**config.mk**
```make
export PLATFORM = sky130hd
export DESIGN_NAME = bram_fifo
export DESIGN_NICKNAME = d
export VERILOG_FILES = /design/src/rtl/bram_fifo_pkg.sv /design/src/rtl/dual_port_memory.sv /design/src/rtl/bram_fifo.sv
export SDC_FILE = /design/constraint.sdc
export NUM_CORES = 2
export LEC_CHECK = 0
export CORE_MARGIN = 2
export CORE_UTILIZATION = 56
export CTS_BUF_LIST = sky130_fd_sc_hd__clkbuf_2
export DETAILED_ROUTE_END_ITERATION = 12
export GPL_TIMING_DRIVEN = 0
export MAX_ROUTING_LAYER = met4
export PLACE_DENSITY_LB_ADDON = 0.12
export SLEW_MARGIN = 40
export SYNTH_ARGS = -nofsm -noshare
export SYNTH_HDL_FRONTEND = slang
export SYNTH_SLANG_ARGS = --single-unit
```
**constraint.sdc**
```tcl
create_clock -name clock -period 4.3 [get_ports clock]
set_input_delay 0.86 -clock clock [delete_from_list [all_inputs] [get_ports clock]]
set_output_delay 0.86 -clock clock [all_outputs]
set_load 0.01 [all_outputs]
```
**src/rtl/bram_fifo_pkg.sv**
```systemverilog
// rtl/bram_fifo_pkg.sv - shared constants and width helpers for bram_fifo
package bram_fifo_pkg;

  // Output buffer holds a head entry plus one skid entry.
  localparam int unsigned BUF_ENTRIES = 2;

  // Width of the total-occupancy counter: memory words + one in flight + buffer.
  function automatic int unsigned count_width(input int unsigned depth);
    return $clog2(depth + BUF_ENTRIES + 1);
  endfunction

endpackage

```
**src/rtl/dual_port_memory.sv**
```systemverilog
// rtl/dual_port_memory.sv - simple dual-port block RAM, one write port, one registered read port
//
// Ports:
//   write_clock, write_clock_enable, write_enable, write_address, write_data : write port
//   read_clock, read_clock_enable, read_enable, read_address                 : read port
//   read_data : word at read_address, valid one cycle after a read enable
module dual_port_memory #(
  parameter int unsigned WIDTH = 16,
  parameter int unsigned DEPTH = 256
) (
  input  logic                     write_clock,
  input  logic                     write_clock_enable,
  input  logic                     write_enable,
  input  logic [$clog2(DEPTH)-1:0] write_address,
  input  logic [WIDTH-1:0]         write_data,
  input  logic                     read_clock,
  input  logic                     read_clock_enable,
  input  logic                     read_enable,
  input  logic [$clog2(DEPTH)-1:0] read_address,
  output logic [WIDTH-1:0]         read_data
);

  logic [WIDTH-1:0] mem_q [DEPTH];

  // No reset: block RAM contents and output register are not resettable.
  always_ff @(posedge write_clock) begin
    if (write_clock_enable && write_enable) begin
      mem_q[write_address] <= write_data;
    end
  end

  always_ff @(posedge read_clock) begin
    if (read_clock_enable && read_enable) begin
      read_data <= mem_q[read_address];
    end
  end

endmodule

```
**src/rtl/bram_fifo.sv**
```systemverilog
// rtl/bram_fifo.sv - first-word-fall-through stream FIFO built on a dual-port block RAM
//
// Ports:
//   clock, reset_n                 : sole clock, asynchronous active-low reset
//   in_data, in_valid, in_ready    : producer side handshake
//   out_data, out_valid, out_ready : consumer side handshake, out_data registered
//   count                          : words held (memory + in flight + output buffer)
module bram_fifo
  import bram_fifo_pkg::*;
#(
  parameter int unsigned WIDTH = 16,
  parameter int unsigned DEPTH = 256
) (
  input  logic                       clock,
  input  logic                       reset_n,
  input  logic [WIDTH-1:0]           in_data,
  input  logic                       in_valid,
  output logic                       in_ready,
  output logic [WIDTH-1:0]           out_data,
  output logic                       out_valid,
  input  logic                       out_ready,
  output logic [$clog2(DEPTH+3)-1:0] count
);

  localparam int unsigned AW  = $clog2(DEPTH);
  localparam int unsigned MCW = $clog2(DEPTH + 1);
  localparam int unsigned CW  = count_width(DEPTH);

  logic [AW-1:0]    wr_ptr_q, wr_ptr_d;
  logic [AW-1:0]    rd_ptr_q, rd_ptr_d;
  logic [MCW-1:0]   mem_count_q, mem_count_d;
  logic             in_flight_q, in_flight_d;
  logic [1:0]       buffered_q, buffered_d;
  logic [WIDTH-1:0] head_q, head_d;
  logic [WIDTH-1:0] skid_q, skid_d;

  logic             push;
  logic             pop;
  logic             read_issue;
  logic [2:0]       occupancy;
  logic [WIDTH-1:0] read_data;

  assign in_ready  = (mem_count_q != MCW'(DEPTH));
  assign out_valid = (buffered_q != 2'd0);
  assign out_data  = head_q;
  assign count     = CW'(mem_count_q) + CW'(in_flight_q) + CW'(buffered_q);

  assign push = in_valid && in_ready;
  assign pop  = out_valid && out_ready;

  // Words already committed to the output side (buffered or returning from RAM).
  // A read is only issued if its word is guaranteed a free buffer entry once
  // this cycle's pop is accounted for.
  assign occupancy  = {1'b0, buffered_q} + {2'b00, in_flight_q};
  assign read_issue = (mem_count_q != '0) && (occupancy < (3'd2 + {2'b00, pop}));

  always_comb begin
    wr_ptr_d    = wr_ptr_q;
    rd_ptr_d    = rd_ptr_q;
    mem_count_d = mem_count_q;
    in_flight_d = read_issue;
    head_d      = head_q;
    skid_d      = skid_q;
    buffered_d  = buffered_q;

    if (push) begin
      wr_ptr_d = wr_ptr_q + AW'(1);
    end
    if (read_issue) begin
      rd_ptr_d = rd_ptr_q + AW'(1);
    end

    case ({push, read_issue})
      2'b10:   mem_count_d = mem_count_q + MCW'(1);
      2'b01:   mem_count_d = mem_count_q - MCW'(1);
      default: mem_count_d = mem_count_q;
    endcase

    // Pop first, then the returning word lands in the first free entry.
    if (pop) begin
      head_d     = skid_q;
      buffered_d = buffered_q - 2'd1;
    end
    if (in_flight_q) begin
      if (buffered_d == 2'd0) begin
        head_d = read_data;
      end else begin
        skid_d = read_data;
      end
      buffered_d = buffered_d + 2'd1;
    end
  end

  always_ff @(posedge clock or negedge reset_n) begin
    if (!reset_n) begin
      wr_ptr_q    <= '0;
      rd_ptr_q    <= '0;
      mem_count_q <= '0;
      in_flight_q <= 1'b0;
      buffered_q  <= 2'd0;
      head_q      <= '0;
      skid_q      <= '0;
    end else begin
      wr_ptr_q    <= wr_ptr_d;
      rd_ptr_q    <= rd_ptr_d;
      mem_count_q <= mem_count_d;
      in_flight_q <= in_flight_d;
      buffered_q  <= buffered_d;
      head_q      <= head_d;
      skid_q      <= skid_d;
    end
  end

  // Read and write addresses never collide: reads only target committed
  // words, and a push is impossible while the memory is full.
  dual_port_memory #(
    .WIDTH (WIDTH),
    .DEPTH (DEPTH)
  ) u_mem (
    .write_clock        (clock),
    .write_clock_enable (1'b1),
    .write_enable       (push),
    .write_address      (wr_ptr_q),
    .write_data         (in_data),
    .read_clock         (clock),
    .read_clock_enable  (1'b1),
    .read_enable        (read_issue),
    .read_address       (rd_ptr_q),
    .read_data          (read_data)
  );

endmodule

```
* Word-level counts from Yosys, hierarchy flattened
Memory sizes are Yosys's and may differ from the RTL's. A register that Yosys moved wholly into a read port is not among the register bits.
Cells that the tools add are included.
** Cells by class
- $add $sub $neg :: 10
- Bitwise logic cells :: 1
- Equality and inequality tests :: 3
- Multiplexer cells :: 8
- Reductions and logical operators :: 8
- Order comparisons :: 1
** Operators with widths (count)
- 16-bit two-way mux :: 3
- 9-bit case mux with 2 select lines :: 1
- 8-bit by 1-bit adder with 8-bit output, second input constant :: 2
- 9-bit by 1-bit adder with 9-bit output :: 1
- 9-bit by 1-bit adder with 9-bit output, second input constant :: 1
- 9-bit by 2-bit adder with 9-bit output :: 1
- 9-bit inequality test, second input constant :: 1
- 9-bit nonzero test :: 1
- 9-bit by 1-bit subtractor with 9-bit output, second input constant :: 1
- 2-bit two-way mux :: 2
- 2-bit nonzero test :: 2
- 2-bit by 1-bit adder with 3-bit output :: 1
- 2-bit by 1-bit adder with 3-bit output, first input constant :: 1
- 1-bit logical AND :: 3
- 3-bit less-than comparator :: 1
- 2-bit by 1-bit adder with 2-bit output, second input constant :: 1
- 2-bit by 1-bit equality test with 1-bit output, second input constant :: 1
- 2-bit equality test, second input constant :: 1
- 2-bit zero test :: 1
- 1-bit two-way mux :: 2
- 2-bit AND reduction :: 1
- 2-bit by 1-bit subtractor with 2-bit output, second input constant :: 1
- 1-bit NOT :: 1
** Word-level totals
- Memory bits (writable) :: 4096
- Output and inout bits :: 27
- Input bits :: 20
- Memories :: 1
- Flip-flop bits (word level) :: 60
- Word-level logic and storage cells :: 39
** Memories
- u_mem.mem_q :: depth 256, bits a word 16, rd ports 1, clocked after Yosys merged registers in 1, write ports 1, RTL line dual_port_memory.sv:23 : logic [WIDTH-1:0] mem_q [DEPTH];

* Logic depth before layout (Yosys ltp)
- Depth after elaboration :: 7
- Mapped depth :: 15
- Gate-level depth less buffers :: 15

* By module
Synthesis repeated with hierarchy kept, for this count alone.
** Unflattened totals
- Cells, all modules :: 7671
- Area total of the unflattened synthesis :: 161777.7 um^2
** Modules (own cells, without submodules)
- dual_port_memory :: seq. area each 123478.4 um^2, cells an instance 7388, instances 1, area each 158643.4 um^2
- bram_fifo :: seq. area each 1501.4 um^2, cells an instance 283, instances 1, area each 3134.3 um^2

* Worst setup path after synthesis
No wires, ideal clock.
- Kind :: input port to flip-flop
- From :: in out_ready
- To :: reg mem_count_q[8]
- Library setup time :: 0.080 ns
- Path buffers :: 0
- Stages on the path :: 12
- Data required time :: 4.220 ns
- Path slack :: -0.492 ns
- Data arrival time :: 4.713 ns
- Cell sequence :: nand2_1 > o21a_1 > nor3_1 > ha_1 > ha_1 > a21o_1 > a21oi_1 > nor2b_1 > o21a_1 > o41ai_1 > mux2i_1 > xnor2_1
** On the way
- Cells in the longest elaborated chain, start to end :: 6
- Elaborated cells between the ends (all ways) :: 8
- Those cells by class :: 1 x add/sub; 1 x order compare; 2 x eq/ne; 1 x mux; 3 x reduce/logical
** Ends and longest elaborated chain
- start: declaration :: RTL line bram_fifo.sv:21 : input logic out_ready,
- 1-bit logical AND (*) :: RTL line bram_fifo.sv:49 : assign pop = out_valid && out_ready;
- 2-bit by 1-bit adder with 3-bit output (*) :: RTL line bram_fifo.sv:55 : assign read_issue = (mem_count_q != '0) && (occupancy < (3'd2 + {2'b00, pop}));
- 3-bit less-than comparator (*) :: RTL line bram_fifo.sv:55
- 1-bit logical AND (*) :: RTL line bram_fifo.sv:55
- net in_flight_d :: RTL line bram_fifo.sv:32 : logic in_flight_q, in_flight_d;
- 2-bit by 1-bit equality test with 1-bit output or 2-bit equality test (tied branches) :: RTL line bram_fifo.sv:73 : case ({push, read_issue})
- 9-bit case mux with 2 select lines or 2-bit nonzero test (tied branches)
- end signal: assignment :: RTL line bram_fifo.sv:106 : mem_count_q <= mem_count_d;
- end: declaration :: RTL line bram_fifo.sv:31 : logic [MCW-1:0] mem_count_q, mem_count_d;
The timed path passes the listed nets; every way through them passes the cells marked *.
A chain may end at the register's enable or synchronous reset.

* Final worst setup path
- From :: reg buffered_q[0]
- To :: out count[6]
** On the way
- Cells in the longest elaborated chain, start to end :: 1
** Ends and longest elaborated chain
- start: declaration :: RTL line bram_fifo.sv:33 : logic [1:0] buffered_q, buffered_d;
- start signal: assignment :: RTL line bram_fifo.sv:108 : buffered_q <= buffered_d;
- 9-bit by 2-bit adder with 9-bit output :: RTL line bram_fifo.sv:46 : assign count = CW'(mem_count_q) + CW'(in_flight_q) + CW'(buffered_q);
- end: declaration :: RTL line bram_fifo.sv:22 : output logic [$clog2(DEPTH+3)-1:0] count
Every way passes these cells.

==> impl_metrics.tcl <==
set metrics [dict create \
    nets 8869 \
    p_leak_nw 61.4 \
    die_h_um 539 \
    clock_sinks 4172 \
    wire_per_inst_um 46.2 \
    route.detailed.drc 0 \
    pin_count 47 \
    dieArea_mm2 0.291 \
    finalNonFillerCells 13300 \
    pre_cts_slack_ns -1.65 \
    path_class "reg -> out" \
    final_cell_mix "edfxtp_1, clkbuf_2, mux4_2, mux2i_1, nor2_4" \
    portBuffers 46 \
    synth_flop_cell "edfxtp_1" \
    insertion_delay_ns 2.35 \
    crit_path_start "buffered_q[0]" \
    fmax_ghz 0.211 \
    worstPathRequired_ns 3.44 \
    setup_viol 35 \
    fillers 19000 \
    firstDrtPassIters 11 \
    slew_headroom 0.329 \
    grt_use_total 0.438 \
    grt_max_degree 106 \
    start_util 0.563 \
    die-width_um 539 \
    worstReg2RegStart "rd_ptr_q[2]" \
    grt_overflow_total 0 \
    cp-start-kind "register" \
    postRouteAntennaNets 0 \
    num_vias 94400 \
    cts_made_buffers 1110 \
    ys_ff_latch 4172 \
    tns_ns -6.12 \
    ys_async_sr_fraction 0.0144 \
    clock_path_buffers 5 \
    cp.arrival_ns 3.89 \
    finClkSkew_ns 0.241 \
    violations "setup timing" \
    slew_violations 0 \
    rr_endpoint "u_mem.read_data[6]" \
    fp-row-count 196 \
    clkTransAtPathRegs_ns 0.10 \
    first_global_vias 89400 \
    path_max_fanout 3 \
    grt_first_pass_wirelength_mm 797 \
    cts_tree "done" \
    synth_seq_area_share 0.779 \
    power.density_mw_per_mm2 646 \
    p_comb_frac 0.403 \
    cts_root_buf "clkbuf_2" \
    synth.cell_area_mm2 0.161 \
    synth_warnings 0 \
    totalWireLength_mm 612 \
    coreArea_mm2 0.285 \
    synth-edff-count 4112 \
    drive_above_1_share 0.405 \
    cap_viol_max_count 0 \
    viasPerCell 7.12 \
    stdcell_area_mm2 0.187 \
    htreeDepth 7 \
    setup_slack_ns -0.448 \
    area_delta_synth_final_pct 16.5 \
    worstRegToRegCells 10 \
    endpoint_kind "output port" \
    mostFrequentLayoutCell "edfxtp_1" \
    fin_crit_ns 4.75 \
    antenna_found_initial 42 \
    regArea_mm2 0.125 \
    status "finished, violations left" \
    seqPwrFrac 0.380 \
    period_share 1.10 \
    tightest_slew_ns 1.00 \
    placed_area_mm2 0.176 \
    place_hpwl_mm 417 \
    synth_cell_types 67 \
    rsz0062_at_grt "yes" \
    multi_input_area_mm2 0.0358 \
    gp_congestion 1.05 \
    r2r_slack_ns -0.35 \
    clockPowerShare 0.217 \
    first_iter_violations 18500 \
    p_sw_mw 49.4 \
    finalHoldViolCount 0 \
    p_int_mw 71.4 \
    syn-num-nets 7267 \
    avgSynthCellArea_um2 22.2 \
    hp-class "in -> async" \
    dpl.cell_count 11400 \
    ir_drop_uv 493 \
    syn_inst 7226 \
    power.share.switching 0.409 \
]
## worst max path at each step
stage	end	slack [ns]	cells after the start
6_report	count[6]	-0.45	8
5_1_grt	count[8]	-0.56	8
4_1_cts	count[8]	-0.60	8
3_5_place_dp	u_mem.read_data[2]	-1.65	11
3_3_place_gp	u_mem.mem_q[210][15]	-5.97	1
2_1_floorplan	mem_count_q[8]	0.20	12
## cell usage after synthesis (12+ instances only)
library cell | number | area, um^2
o22ai_1 | 101 | 632
buf_4 | 64 | 480
inv_1 | 13 | 48.8
buf_2 | 100 | 500
o211ai_1 | 29 | 218
buf_6 | 53 | 597
ha_1 | 18 | 225
mux2_2 | 31 | 349
nand2_1 | 175 | 657
dfrtp_1 | 60 | 1500
buf_1 | 35 | 131
o21ai_0 | 73 | 365
edfxtp_1 | 4112 | 123000
nor2_1 | 303 | 1140
nor4_1 | 13 | 81.3
mux4_2 | 989 | 22300
a31oi_1 | 20 | 125
nor2b_1 | 12 | 75.1
nand3_1 | 66 | 330
nand4_1 | 16 | 100
a21oi_1 | 98 | 490
xnor2_1 | 22 | 193
clkbuf_1 | 160 | 601
mux2i_1 | 325 | 3250
a22oi_1 | 143 | 1070
a211oi_1 | 17 | 128
a221oi_1 | 23 | 201
nor3_1 | 20 | 100
## per-layer routing
metal	wire, um	track usage	vias to the layer above	part of all wire
met5	0	-	-	0
met4	50600	0.306	0	0.083
met3	95800	0.166	2050	0.16
met2	265000	0.597	9377	0.43
li1	-	-	34400	-
met1	201000	0.542	48500	0.33
## power by group through the flow
| stage | clock [mW] | combinational (mW) | sequential, mW |
|---|---|---|---|
| 6_report | 26.2 | 48.6 | 45.9 |
| 2_1_floorplan | 0 | 21.1 | 46.7 |
| 5_1_grt | 28.2 | 47.6 | 45.9 |
| 4_1_cts | 26.1 | 45.9 | 45.9 |
| 3_5_place_dp | 0 | 44.9 | 46.8 |
| 3_3_place_gp | 0 | 42.9 | 47.3 |
## critical path: stages, from the launching register on
cell and delay [ns]:
dfrtp_1 0.38, inv_2 0.06, fa_2 0.38, inv_2 0.07, fa_2 0.22, and3_4 0.21, nand3_2 0.07, xnor2_1 0.15
buf_2 0.15
## per-stage QoR
stage / total power, mW / utilization / hold WS [ns]
floorplan: 67.8 / - / 0.446
global placement: 90.1 / 0.581 / 0.471
detailed placement: 91.7 / 0.616 / 0.476
CTS: 118 / 0.653 / 0.00364
global route: 122 / 0.655 / 0.136
finish: 121 / 0.655 / 0.174
## cells by family (layout without fill, tap and decap cells)
group | Yosys count | in the layout | share of synthesized area
AND/OR/NAND/NOR | 649 | 649 | 0.0173
adder cells (fa/ha/maj) | 21 | 21 | 0.00178
multiplexers | 1345 | 1345 | 0.161
AO/OA/AOI/OAI | 579 | 579 | 0.0244
other | 0 | 43 | 0
flip-flops | 4172 | 4172 | 0.779
XOR/XNOR | 30 | 30 | 0.00164
buffers and inverters | 430 | 2655 | 0.0151
## registers in the layout, indices dropped and copies added, names as in the netlist
register / count
skid_q: 16
u_mem.read_data: 16
mem_count_q: 9
u_mem.mem_q: 4096
rd_ptr_q: 8
out_data: 16
in_flight_q: 1
wr_ptr_q: 8
buffered_q: 2
## final cells by class
type                    count  share of cell area
flip-flops and latches   4172               0.669
multi-input cells        2624               0.192
repair buffers            494              0.0490
clock buffers            1528              0.0409
well taps                3762              0.0252
plain buffers             411              0.0175
clock inverters           207             0.00610
diodes                     43            0.000576
inverters                  15            0.000335
## timing repair
| item | CTS | global route |
|---|---|---|
| buffers inserted | 18 | 32 |
| endpoints found under the hold margin | 4199 | 0 |
| endpoints found under the setup margin | 1069 | 87 |
| hold buffers | 54 | 0 |
| pin swaps | 29 | 19 |
| gates resized for setup | 270 | 114 |
| cloned | 0 | 0 |
No activity file was read; power rests on OpenSTA's default activity.
